$ cat config.mk
export PLATFORM = sky130hd
export DESIGN_NAME = spi_boot_sequencer_flat
export DESIGN_NICKNAME = d
export VERILOG_FILES = /design/src/rtl/spi_boot_sequencer_if.sv /design/src/rtl/spi_boot_sequencer.sv /design/src/flat_wrapper.sv
export SDC_FILE = /design/constraint.sdc
export NUM_CORES = 1
export LEC_CHECK = 0
export BUFFER_PORTS_ARGS = -buffer_cell sky130_fd_sc_hd__buf_2
export CELL_PAD_IN_SITES_DETAIL_PLACEMENT = 1
export CELL_PAD_IN_SITES_GLOBAL_PLACEMENT = 1
export CORE_UTILIZATION = 33
export DETAILED_ROUTE_END_ITERATION = 10
export PLACE_DENSITY = 0.67
export SLEW_MARGIN = 20
export SYNTH_ARGS = -nofsm -noshare
export SYNTH_HDL_FRONTEND = slang
export SYNTH_SLANG_ARGS = --single-unit
$ cat constraint.sdc
create_clock -name clk -period 1.85 [get_ports clk]
set_input_delay 0.185 -clock clk [delete_from_list [all_inputs] [get_ports clk]]
set_output_delay 0.185 -clock clk [all_outputs]
set_load 0.05 [all_outputs]
$ cat src/rtl/spi_boot_sequencer_if.sv
// spi_boot_sequencer_if: bundles the image-load stream, the CPU-side SPI
// pins and the SPI RAM pins of spi_boot_sequencer.
//
// Load handshake: a byte transfers on a rising clk edge where
// load_valid && load_ready are both high. load_data and load_last must stay
// stable while load_valid is high and load_ready is low. load_ready never
// depends combinationally on load_valid.
interface spi_boot_sequencer_if;
  logic       load_req;
  logic [7:0] load_data;
  logic       load_valid;
  logic       load_last;
  logic       load_ready;
  logic       cpu_spi_select;
  logic       cpu_spi_out;
  logic       cpu_spi_clk_enable;
  logic       cpu_spi_data_in;
  logic       spi_select;
  logic       spi_out;
  logic       spi_clk_enable;
  logic       spi_data_in;

  // Sequencer side
  modport slave (
    input  load_req, load_data, load_valid, load_last,
    output load_ready,
    input  cpu_spi_select, cpu_spi_out, cpu_spi_clk_enable,
    output cpu_spi_data_in,
    output spi_select, spi_out, spi_clk_enable,
    input  spi_data_in
  );

  // Image source, CPU and RAM side
  modport master (
    output load_req, load_data, load_valid, load_last,
    input  load_ready,
    output cpu_spi_select, cpu_spi_out, cpu_spi_clk_enable,
    input  cpu_spi_data_in,
    input  spi_select, spi_out, spi_clk_enable,
    output spi_data_in
  );
endinterface

$ cat src/rtl/spi_boot_sequencer.sv
// spi_boot_sequencer: holds the nanoV CPU in reset, sets the shared SPI RAM
// to sequential mode, optionally streams a program image into RAM, then
// releases the CPU and hands the SPI pins to it.
// Optional image loading is built only when the macro BOOT_LOAD_EN is defined.
// state_dbg exposes the FSM state encoding.
module spi_boot_sequencer #(
  parameter int unsigned GAP_CYCLES = 4,
  parameter logic [23:0] LOAD_BASE  = 24'h000000
) (
  input  logic                 clk,
  input  logic                 rstn,
  output logic                 cpu_rstn,
  output logic                 busy,
  input  logic                 cpu_restart,
  output logic [2:0]           state_dbg,
  spi_boot_sequencer_if.slave  io
);

  typedef enum logic [2:0] {
    S_INIT_GAP = 3'd0,
    S_INIT     = 3'd1,
    S_GAP      = 3'd2,
    S_HDR      = 3'd3,
    S_DATA     = 3'd4,
    S_END_GAP  = 3'd5,
    S_RUN      = 3'd6
  } state_t;

  localparam logic [4:0] GAP_LAST = 5'(GAP_CYCLES - 1);

  state_t      state;
  logic [4:0]  cnt;
  logic [31:0] shreg;
  logic        sel_q;
  logic        cke_q;
  logic        cpu_rstn_q;
  logic        busy_q;
  logic        seq_out;
`ifdef BOOT_LOAD_EN
  logic [2:0]  bit_cnt;   // bits still to shift after the current one
  logic        rdy_q;
  logic        last_q;
`endif

  // Sequencer FSM with all pin controls registered
  always_ff @(posedge clk or negedge rstn) begin
    if (!rstn) begin
      state      <= S_INIT_GAP;
      cnt        <= '0;
      shreg      <= '0;
      sel_q      <= 1'b1;
      cke_q      <= 1'b0;
      cpu_rstn_q <= 1'b0;
      busy_q     <= 1'b1;
`ifdef BOOT_LOAD_EN
      bit_cnt    <= '0;
      rdy_q      <= 1'b0;
      last_q     <= 1'b0;
`endif
    end else begin
      case (state)
        S_INIT_GAP: begin
          if (cnt == GAP_LAST) begin
            state <= S_INIT;
            cnt   <= '0;
            shreg <= {16'h0000, 16'h0140};
            sel_q <= 1'b0;
            cke_q <= 1'b1;
          end else begin
            cnt <= cnt + 5'd1;
          end
        end
        S_INIT: begin
          shreg <= shreg << 1;
          if (cnt == 5'd15) begin
            state <= S_GAP;
            cnt   <= '0;
            sel_q <= 1'b1;
            cke_q <= 1'b0;
          end else begin
            cnt <= cnt + 5'd1;
          end
        end
        S_GAP, S_END_GAP: begin
          if (cnt == GAP_LAST) begin
`ifdef BOOT_LOAD_EN
            if (state == S_GAP && io.load_req) begin
              state <= S_HDR;
              cnt   <= '0;
              shreg <= {8'h02, LOAD_BASE};
              sel_q <= 1'b0;
              cke_q <= 1'b1;
            end else begin
`else
            begin
`endif
              state      <= S_RUN;
              cpu_rstn_q <= 1'b1;
              busy_q     <= 1'b0;
            end
          end else begin
            cnt <= cnt + 5'd1;
          end
        end
`ifdef BOOT_LOAD_EN
        S_HDR: begin
          shreg <= shreg << 1;
          cnt   <= cnt + 5'd1;
          // Offer the first byte during the last header bit so data follows
          // the header without a dead cycle.
          rdy_q <= (cnt == 5'd30);
          if (cnt == 5'd31) begin
            state <= S_DATA;
            if (io.load_valid && rdy_q) begin
              shreg[7:0] <= io.load_data;
              last_q     <= io.load_last;
              bit_cnt    <= 3'd7;
              cke_q      <= 1'b1;
              rdy_q      <= 1'b0;
            end else begin
              cke_q <= 1'b0;
              rdy_q <= 1'b1;
            end
          end
        end
        S_DATA: begin
          if (cke_q && bit_cnt != 3'd0) begin
            shreg   <= shreg << 1;
            bit_cnt <= bit_cnt - 3'd1;
            rdy_q   <= (bit_cnt == 3'd1) && !last_q;
          end else if (cke_q && last_q) begin
            state <= S_END_GAP;
            cnt   <= '0;
            sel_q <= 1'b1;
            cke_q <= 1'b0;
            rdy_q <= 1'b0;
          end else if (io.load_valid && rdy_q) begin
            shreg[7:0] <= io.load_data;
            last_q     <= io.load_last;
            bit_cnt    <= 3'd7;
            cke_q      <= 1'b1;
            rdy_q      <= 1'b0;
          end else begin
            // Stall: select stays low, clock stops until a byte arrives
            cke_q <= 1'b0;
            rdy_q <= 1'b1;
          end
        end
`endif
        S_RUN: begin
          if (cpu_restart) begin
            // Counter starts one below zero so the CPU sees one extra reset
            // cycle beyond the gap (GAP_CYCLES + 1 in total).
            state      <= S_GAP;
            cnt        <= 5'h1f;
            sel_q      <= 1'b1;
            cke_q      <= 1'b0;
            cpu_rstn_q <= 1'b0;
            busy_q     <= 1'b1;
          end
        end
        default: state <= S_INIT_GAP;
      endcase
    end
  end

  // Serial data bit taken from the top of the active command field
  always_comb begin
    seq_out = 1'b0;
    case (state)
      S_INIT:  seq_out = shreg[15];
      S_HDR:   seq_out = shreg[31];
      S_DATA:  seq_out = shreg[7];
      default: seq_out = 1'b0;
    endcase
  end

  assign io.spi_select     = (state == S_RUN) ? io.cpu_spi_select     : sel_q;
  assign io.spi_out        = (state == S_RUN) ? io.cpu_spi_out        : seq_out;
  assign io.spi_clk_enable = (state == S_RUN) ? io.cpu_spi_clk_enable : cke_q;
  assign io.cpu_spi_data_in = io.spi_data_in;
  assign cpu_rstn  = cpu_rstn_q;
  assign busy      = busy_q;
  assign state_dbg = state;

`ifdef BOOT_LOAD_EN
  assign io.load_ready = rdy_q;
`else
  logic unused_load;
  assign unused_load = ^{io.load_req, io.load_data, io.load_valid, io.load_last};
  assign io.load_ready = 1'b0;
`endif

endmodule

$ cat src/flat_wrapper.sv
// flat-port wrapper written by rule: the top's interface ports become plain ports
module spi_boot_sequencer_flat 
#(
  parameter int unsigned GAP_CYCLES = 4,
  parameter logic [23:0] LOAD_BASE  = 24'h000000
)
  (clk, rstn, cpu_rstn, busy, cpu_restart, state_dbg, io_load_req, io_load_data, io_load_valid, io_load_last, io_load_ready, io_cpu_spi_select, io_cpu_spi_out, io_cpu_spi_clk_enable, io_cpu_spi_data_in, io_spi_select, io_spi_out, io_spi_clk_enable, io_spi_data_in);
  spi_boot_sequencer_if io_i ();
  input  logic clk;
  input  logic rstn;
  output logic cpu_rstn;
  output logic busy;
  input  logic cpu_restart;
  output logic [2:0] state_dbg;
  input wire logic [$bits(io_i.load_req)-1:0] io_load_req;
  input wire logic [$bits(io_i.load_data)-1:0] io_load_data;
  input wire logic [$bits(io_i.load_valid)-1:0] io_load_valid;
  input wire logic [$bits(io_i.load_last)-1:0] io_load_last;
  output wire logic [$bits(io_i.load_ready)-1:0] io_load_ready;
  input wire logic [$bits(io_i.cpu_spi_select)-1:0] io_cpu_spi_select;
  input wire logic [$bits(io_i.cpu_spi_out)-1:0] io_cpu_spi_out;
  input wire logic [$bits(io_i.cpu_spi_clk_enable)-1:0] io_cpu_spi_clk_enable;
  output wire logic [$bits(io_i.cpu_spi_data_in)-1:0] io_cpu_spi_data_in;
  output wire logic [$bits(io_i.spi_select)-1:0] io_spi_select;
  output wire logic [$bits(io_i.spi_out)-1:0] io_spi_out;
  output wire logic [$bits(io_i.spi_clk_enable)-1:0] io_spi_clk_enable;
  input wire logic [$bits(io_i.spi_data_in)-1:0] io_spi_data_in;
  assign io_i.load_req = io_load_req;
  assign io_i.load_data = io_load_data;
  assign io_i.load_valid = io_load_valid;
  assign io_i.load_last = io_load_last;
  assign io_load_ready = io_i.load_ready;
  assign io_i.cpu_spi_select = io_cpu_spi_select;
  assign io_i.cpu_spi_out = io_cpu_spi_out;
  assign io_i.cpu_spi_clk_enable = io_cpu_spi_clk_enable;
  assign io_cpu_spi_data_in = io_i.cpu_spi_data_in;
  assign io_spi_select = io_i.spi_select;
  assign io_spi_out = io_i.spi_out;
  assign io_spi_clk_enable = io_i.spi_clk_enable;
  assign io_i.spi_data_in = io_spi_data_in;
  spi_boot_sequencer #(.GAP_CYCLES(GAP_CYCLES), .LOAD_BASE(LOAD_BASE)) u_core (.clk(clk), .rstn(rstn), .cpu_rstn(cpu_rstn), .busy(busy), .cpu_restart(cpu_restart), .state_dbg(state_dbg), .io(io_i));
endmodule
==> flow_summary_export.csv, run 1 <==
group,metric,value,unit
run_status,outcome,"finished with violations",
run_status,violations,"negative setup slack",
floorplanning,start_util,34.8,%
global_route,grt_pass1_wl,9.03,mm
placement,dp_hpwl,3.47,mm
floorplanning,fp.dieArea,6190,sq um
logic_synthesis,synth-seq-cells,38,
cells_and_area,final_cell_mix,"dfrtp_1 (33), buf_4 (28), a22o_1 (26)",
logic_synthesis,synth-edff-count,0,
global_route,antenna_found_initial,0,
critical_path,crit_fanout,6,
cells_and_area,utilization,50.2,%
clocking,cts-root-buf,"clkbuf_8",
critical_path,crit_chain,"ha_2, or4b_4, buf_6, a21oi_4, clkbuf_16, a22o_1",
critical_path,critPathLaunchType,"flip-flop",
detailed_routing,wl_per_cell,19.3,um
cells_and_area,nets,258,
detailed_routing,drtPass1Iterations,4,
clocking,insertion_delay,0.29,ns
detailed_routing,drc,0,
sta,maxSlewViolCount,0,
pwr,p_per_area,1220,nW/um^2
sta,timing.fmax,0.526,GHz
cells_and_area,fill_cells,585,
global_route,grt_pass1_vias,1855,
floorplanning,die_w,78.7,um
critical_path,cp-end-kind,"flip-flop",
pwr,p_leak,1.28,nW
critical_path,cp.required,2.08,ns
logic_synthesis,synth_nets,209,
logic_synthesis,synth_flop_cell,"dfrtp_1",
logic_synthesis,yosysSeqAreaShare,49.2,%
critical_path,crit_slowest_cell,"or4b_4",
global_route,grt_max_degree,39,
clocking,clk_pin_slew,0.09,ns
logic_synthesis,syn_avg_cell_area,10.7,sq um
critical_path,cp.depth,6,
clocking,numCtsBuffers,5,
clocking,cts_sinks,38,
detailed_routing,antenna_left,0,
global_route,overflow,0,
floorplanning,row_count,27,
floorplanning,ios,28,
sta,fin_skew,0.0108,ns
sta,rsz0062_at_grt,"true",
floorplanning,coreArea,5570,sq um
detailed_routing,viasPerCell,5.44,
detailed_routing,finalWirelength,5.86,mm
sta,setup_viol,26,
critical_path,critPathKind,"flip-flop to flip-flop",
critical_path,critPathMaxStageDelay,0.53,ns
pwr,ir_drop,580,uV
sta,fin_crit_sh,103,%
logic_synthesis,yosysWarnings,0,
cells_and_area,area_growth,44.3,%
global_route,grt_use_total,19.1,%
floorplanning,die-height,78.7,um
logic_synthesis,syn-instance-count,182,
critical_path,path_delay_family,"simple AND/OR/NAND/NOR gates",
sta,finalCriticalPeriod,1.90,ns
cells_and_area,diodes,0,
logic_synthesis,synthTopCellsByArea,"dfrtp_1 (46%), a22o_1 (12%), ha_1 (5.8%)",
critical_path,reg2regPathDepth,6,
logic_synthesis,synth_top_area_share,46.5,%
placement,gp_congestion,0.762,
clocking,cts_tree,"done",
detailed_routing,dr_total_vias,1653,
cells_and_area,multi_input_area,1070,sq um
placement,preCtsSetupSlack,-0.136,ns
sta,hold_viol_final,0,
sta,slew_headroom,66.1,%
cells_and_area,final_common_cell,"dfrtp_1",
cells_and_area,seqCellArea,960,sq um
detailed_routing,first_iter_violations,78,
clocking,cts.path.max_buffers,2,
logic_synthesis,yosysTopAreaCell,"dfrtp_1",
critical_path,arrival,2.13,ns
logic_synthesis,synth_area,1940,sq um
hold_path,hp-class,"input port to flip-flop",
placement,portBuffers,13,
clocking,h-tree-depth,2,
hold_path,hold_path_depth,4,
critical_path,cp_num_buf_inv,2,
logic_synthesis,synth.distinct_cells,38,
run,max-cap-violations,0,
cells_and_area,drive_above_1_share,45.3,%
sta,max_slew.worst_pin.slew,0.509,ns
sta,worst_slack,-0.0516,ns
logic_synthesis,async_reset_ff_share,100,%
-- path summary, 6_finish.rpt --
| kind | from | end | slack (ns) |
|---|---|---|---|
| max in group asynchronous | rstn | u_core.state_dbg[1] | 0.99 |
| min in group asynchronous | rstn | u_core.state_dbg[2] | 0.47 |
| worst min-delay path | cpu_restart | u_core.cpu_rstn | 0.24 |
| worst min register to register | u_core.shreg[22] | u_core.shreg[23] | 0.51 |
| worst max-delay path | u_core.cnt[0] | u_core.shreg[25] | -0.05 |
| worst max register to register | u_core.cnt[0] | u_core.shreg[25] | -0.05 |
-- through the flow --
step | setup TNS (ns) | area, sq um | cells | hold WS [ns] | total power, mW
after global routing | -2.47 | 2800 | 304 | 0.267 | 3.58
after global placement | -0.164 | 2250 | 278 | 0.252 | 2.20
after detailed placement | -1.73 | 2250 | 278 | 0.271 | 2.29
after CTS | -0.00345 | 2570 | 295 | 0.227 | 3.26
final | -0.617 | 2800 | 304 | 0.235 | 3.41
after floorplan | -0.0261 | 1990 | 182 | -0.111 | 1.87
-- registers in the layout (all words and copies together) (netlist names) --
name              cells
u_core.sel_q          1
u_core.cnt            5
u_core.cke_q          1
u_core.shreg         26
u_core.cpu_rstn       1
u_core.state_dbg      3
u_core.busy           1
-- worst register-to-register path: stages, from the launching register on --
cell	delay [ns]
dfrtp_1	0.38
ha_2	0.22
or4b_4	0.53
buf_6	0.17
a21oi_4	0.21
clkbuf_16	0.19
a22o_1	0.13
-- kinds of logic (layout without fill, tap and decap cells) --
group           Yosys count  after routing  share of synthesized area [%]
simple gates             43             43                           11.8
fa+ha+maj                 9              9                           5.81
mux                       5              5                           2.97
flops                    38             38                           49.2
compound gates           65             65                           24.3
other cells               1              1                          0.193
buf+inv                  21             71                           5.81
-- final cells by class --
| cell class | count | share of cell area (%) |
|---|---|---|
| inverter | 8 | 1.16 |
| timing repair buffer | 55 | 18.2 |
| sequential | 38 | 34.3 |
| clock buffer | 5 | 2.46 |
| clock inverter | 3 | 2.46 |
| multi-input combinational | 123 | 38.2 |
| tap | 72 | 3.22 |
-- synth_stat cells, types with 2 or more instances --
cell type	n
o31ai_1	2
mux2i_1	2
buf_2	3
nor2_1	12
a221oi_1	2
nand3_1	3
a31oi_1	4
nand2_1	11
buf_6	2
inv_1	8
buf_4	4
nor2b_1	3
o21ai_0	9
nor3_1	2
mux2_2	2
dfstp_2	2
clkbuf_1	3
dfrtp_1	36
nand2b_1	6
a22o_1	26
a21oi_1	15
ha_1	9
-- power by group --
part	internal (mW)	switching [mW]	total, mW
registers	0.955	0.149	1.10
logic	0.641	0.793	1.43
clock network	0.541	0.330	0.871
-- repair_timing --
action,in CTS,in global routing
gates resized for setup,28,24
buffers inserted,8,4
hold buffers,1,0
pin swaps,5,32
endpoints found under the hold margin,36,0
setup endpoints to repair,36,38
gates cloned,0,5
-- layer usage --
metal / global-route usage, % / wire, um / vias to the layer above
li1: - / - / 757
met1: 22.4 / 2520 / 864
met2: 33.6 / 3120 / 23
met3: 4.07 / 125 / 9
met4: 7.59 / 97 / 0
met5: 0 / 0 / -
(Power assumes the default switching activity.)
==> run 2: changes to the inputs <==
--- a/config.mk
+++ b/config.mk
@@ -8,10 +8,12 @@
 export BUFFER_PORTS_ARGS = -buffer_cell sky130_fd_sc_hd__buf_2
 export CELL_PAD_IN_SITES_DETAIL_PLACEMENT = 1
 export CELL_PAD_IN_SITES_GLOBAL_PLACEMENT = 1
+export CORE_ASPECT_RATIO = 0.7
 export CORE_UTILIZATION = 33
 export DETAILED_ROUTE_END_ITERATION = 10
-export PLACE_DENSITY = 0.67
+export PLACE_DENSITY = 0.65
 export SLEW_MARGIN = 20
 export SYNTH_ARGS = -nofsm -noshare
 export SYNTH_HDL_FRONTEND = slang
 export SYNTH_SLANG_ARGS = --single-unit
+export TNS_END_PERCENT = 20
==> constraint.sdc (replaced) <==
create_clock -name clk -period 2 [get_ports clk]
set_input_delay 0.2 -clock clk [delete_from_list [all_inputs] [get_ports clk]]
set_output_delay 0.2 -clock clk [all_outputs]
set_load 0.05 [all_outputs]
==> run 2 against run 1 <==
Effect of this change:
- the run now ends clean
- via count decreased by 7.3%
- flip-flop and latch count did not move
- count of clock-buffer cells in the layout grew 1
- combinational power is 23% lower
- setup slack better by 0.068 ns
- final area is 15% lower
- global-route usage decreased by 1.9 points
- die area barely moved
- register-to-register slack better by 0.07 ns
- non-clock buffer count down 21
- clock skew shrank 0.0013 ns
- first-iteration DRC count is 32% higher
- largest cell class unchanged
- highest routed layer is now met3
==> flow_summary_export.csv, run 2 (synthesis results as in run 1) <==
group,metric,value,unit
floorplanning,ios,28,
global_route,grt_use_total,17.2,%
floorplanning,die_w,93.6,um
cells_and_area,largest_register,"u_core.shreg",
sta,timing.fmax,0.504,GHz
detailed_routing,drtPass1Iterations,4,
clocking,numCtsBuffers,5,
placement,dp.cells,273,
pwr,p_seq_share,37.9,%
pwr,p_comb_share,41.3,%
critical_path,crit_fanout,3,
critical_path,critPathKind,"flip-flop to flip-flop",
sta,finalCriticalPeriod,1.98,ns
sta,max_slew.worst_pin.slew,0.889,ns
cells_and_area,diodes,0,
cells_and_area,final_cell_mix,"dfrtp_1 (33), a22o_1 (26), buf_4 (18)",
sta,rsz0062_at_grt,"true",
critical_path,arrival,2.18,ns
placement,portBuffers,13,
critical_path,cp-end-kind,"flip-flop",
sta,worst_slack,0.0168,ns
pwr,p_sw_share,39.8,%
detailed_routing,dr_total_vias,1533,
critical_path,cp.required,2.20,ns
detailed_routing,finalWirelength,4.84,mm
floorplanning,die-height,66.1,um
pwr,internal-power,1.61,mW
run,max-cap-violations,0,
cells_and_area,drive_above_1_share,32.7,%
sta,hold_viol_final,0,
pwr,p_sw,1.06,mW
cells_and_area,multi_input_area,958,sq um
cells_and_area,final_common_cell,"dfrtp_1",
clocking,hold_buffers,0,
clocking,cts_tree,"done",
critical_path,reg2reg_setup_slack,0.02,ns
pwr,ir_drop,420,uV
critical_path,critPathLaunchType,"flip-flop",
cells_and_area,nets,237,
sta,fin_skew,0.00943,ns
global_route,grt_pass1_vias,1606,
placement,placed_cell_area,2200,sq um
floorplanning,row_count,22,
hold_path,hp-class,"input port to asynchronous set/reset pin",
critical_path,worstSetupStartpoint,"u_core.cnt[1]",
clocking,cts_sinks,38,
run_status,outcome,"complete, no violations",
cells_and_area,fill_cells,625,
global_route,antenna_found_initial,0,
detailed_routing,wl_per_cell,17.1,um
sta,slew_headroom,40.7,%
global_route,grt_max_degree,39,
placement,gp_congestion,0.788,
pwr,clockPowerShare,20.8,%
critical_path,timing.rr.end,"u_core.cnt[1]",
critical_path,reg2regPathDepth,10,
pwr,p_per_area,1120,nW/um^2
sta,setup_viol,0,
floorplanning,start_util,35.6,%
cells_and_area,stdcell_count,283,
detailed_routing,viasPerCell,5.42,
cells_and_area,seqCellArea,957,sq um
global_route,overflow,0,
clocking,cts.path.max_buffers,2,
global_route,grt_pass1_wl,8.08,mm
clocking,clk_pin_slew,0.08,ns
pwr,p_leak,1.09,nW
detailed_routing,first_iter_violations,103,
sta,maxSlewViolCount,0,
clocking,h-tree-depth,2,
sta,fin_crit_sh,99.2,%
detailed_routing,drc,0,
placement,preCtsSetupSlack,-0.0655,ns
cells_and_area,area_growth,23.3,%
cells_and_area,utilization,43.9,%
critical_path,r2r-start,"u_core.cnt[1]",
clocking,insertion_delay,0.28,ns
clocking,cts-root-buf,"clkbuf_8",
detailed_routing,antenna_left,0,
sta,totalNegativeSetupSlack,0,ns
floorplanning,coreArea,5450,sq um
cells_and_area,design_area,2390,sq um
floorplanning,fp.dieArea,6190,sq um
sta,whs,0.0217,ns
placement,dp_hpwl,3.41,mm
cells_and_area,largest_reg_flops,26,
pwr,power,2.67,mW
==> run 2: critical path: stages (launching register included) <==
cell and delay (ns):
dfrtp_1 0.39, ha_2 0.21, nand3_2 0.08, inv_1 0.04, ha_1 0.19, nand2b_4 0.14
buf_4 0.15, a21oi_4 0.17, a21oi_1 0.13, nand2b_1 0.19, a31oi_1 0.20
==> run 2: final cells by class <==
class                           instances  area share (%)
Sequential cell                        38            40.0
Tap cell                               72            3.77
Multi-Input combinational cell        123            40.1
Clock inverter                          2           0.523
Clock buffer                            6            3.45
Inverter                                8            1.36
Timing Repair Buffer                   34            10.8
==> run 2: how the worst max path moves through the flow <==
stage,depth (start not counted),endpoint,slack [ns]
2_1_floorplan,7,u_core.sel_q,0.05
3_3_place_gp,10,u_core.cnt[3],-0.03
3_5_place_dp,10,u_core.cnt[3],-0.07
4_1_cts,10,u_core.cnt[2],0.0009
5_1_grt,10,u_core.cnt[1],-0.08
6_report,10,u_core.cnt[1],0.02
==> run 2: layer usage <==
layer | GRT usage, % | wire (um)
met5 | 0 | 0
met4 | 2.88 | 0
met3 | 5.29 | 225
met2 | 26.2 | 2190
met1 | 24.4 | 2430
==> run 2: power by group through the flow <==
stage / Combinational, mW / Clock, mW / Sequential [mW]
2_1_floorplan: 0.621 / 0 / 1.08
3_3_place_gp: 0.969 / 0 / 1.01
3_5_place_dp: 1.02 / 0 / 1.02
4_1_cts: 1.05 / 0.573 / 1.01
5_1_grt: 1.20 / 0.609 / 1.03
6_report: 1.10 / 0.555 / 1.01
==> run 2: timing repair <==
action                                  CTS  global route
endpoints found under the hold margin     0             0
resized for setup                        10            12
pin swaps                                 1             5
buffers inserted                          0             2
endpoints found under the setup margin   10            20
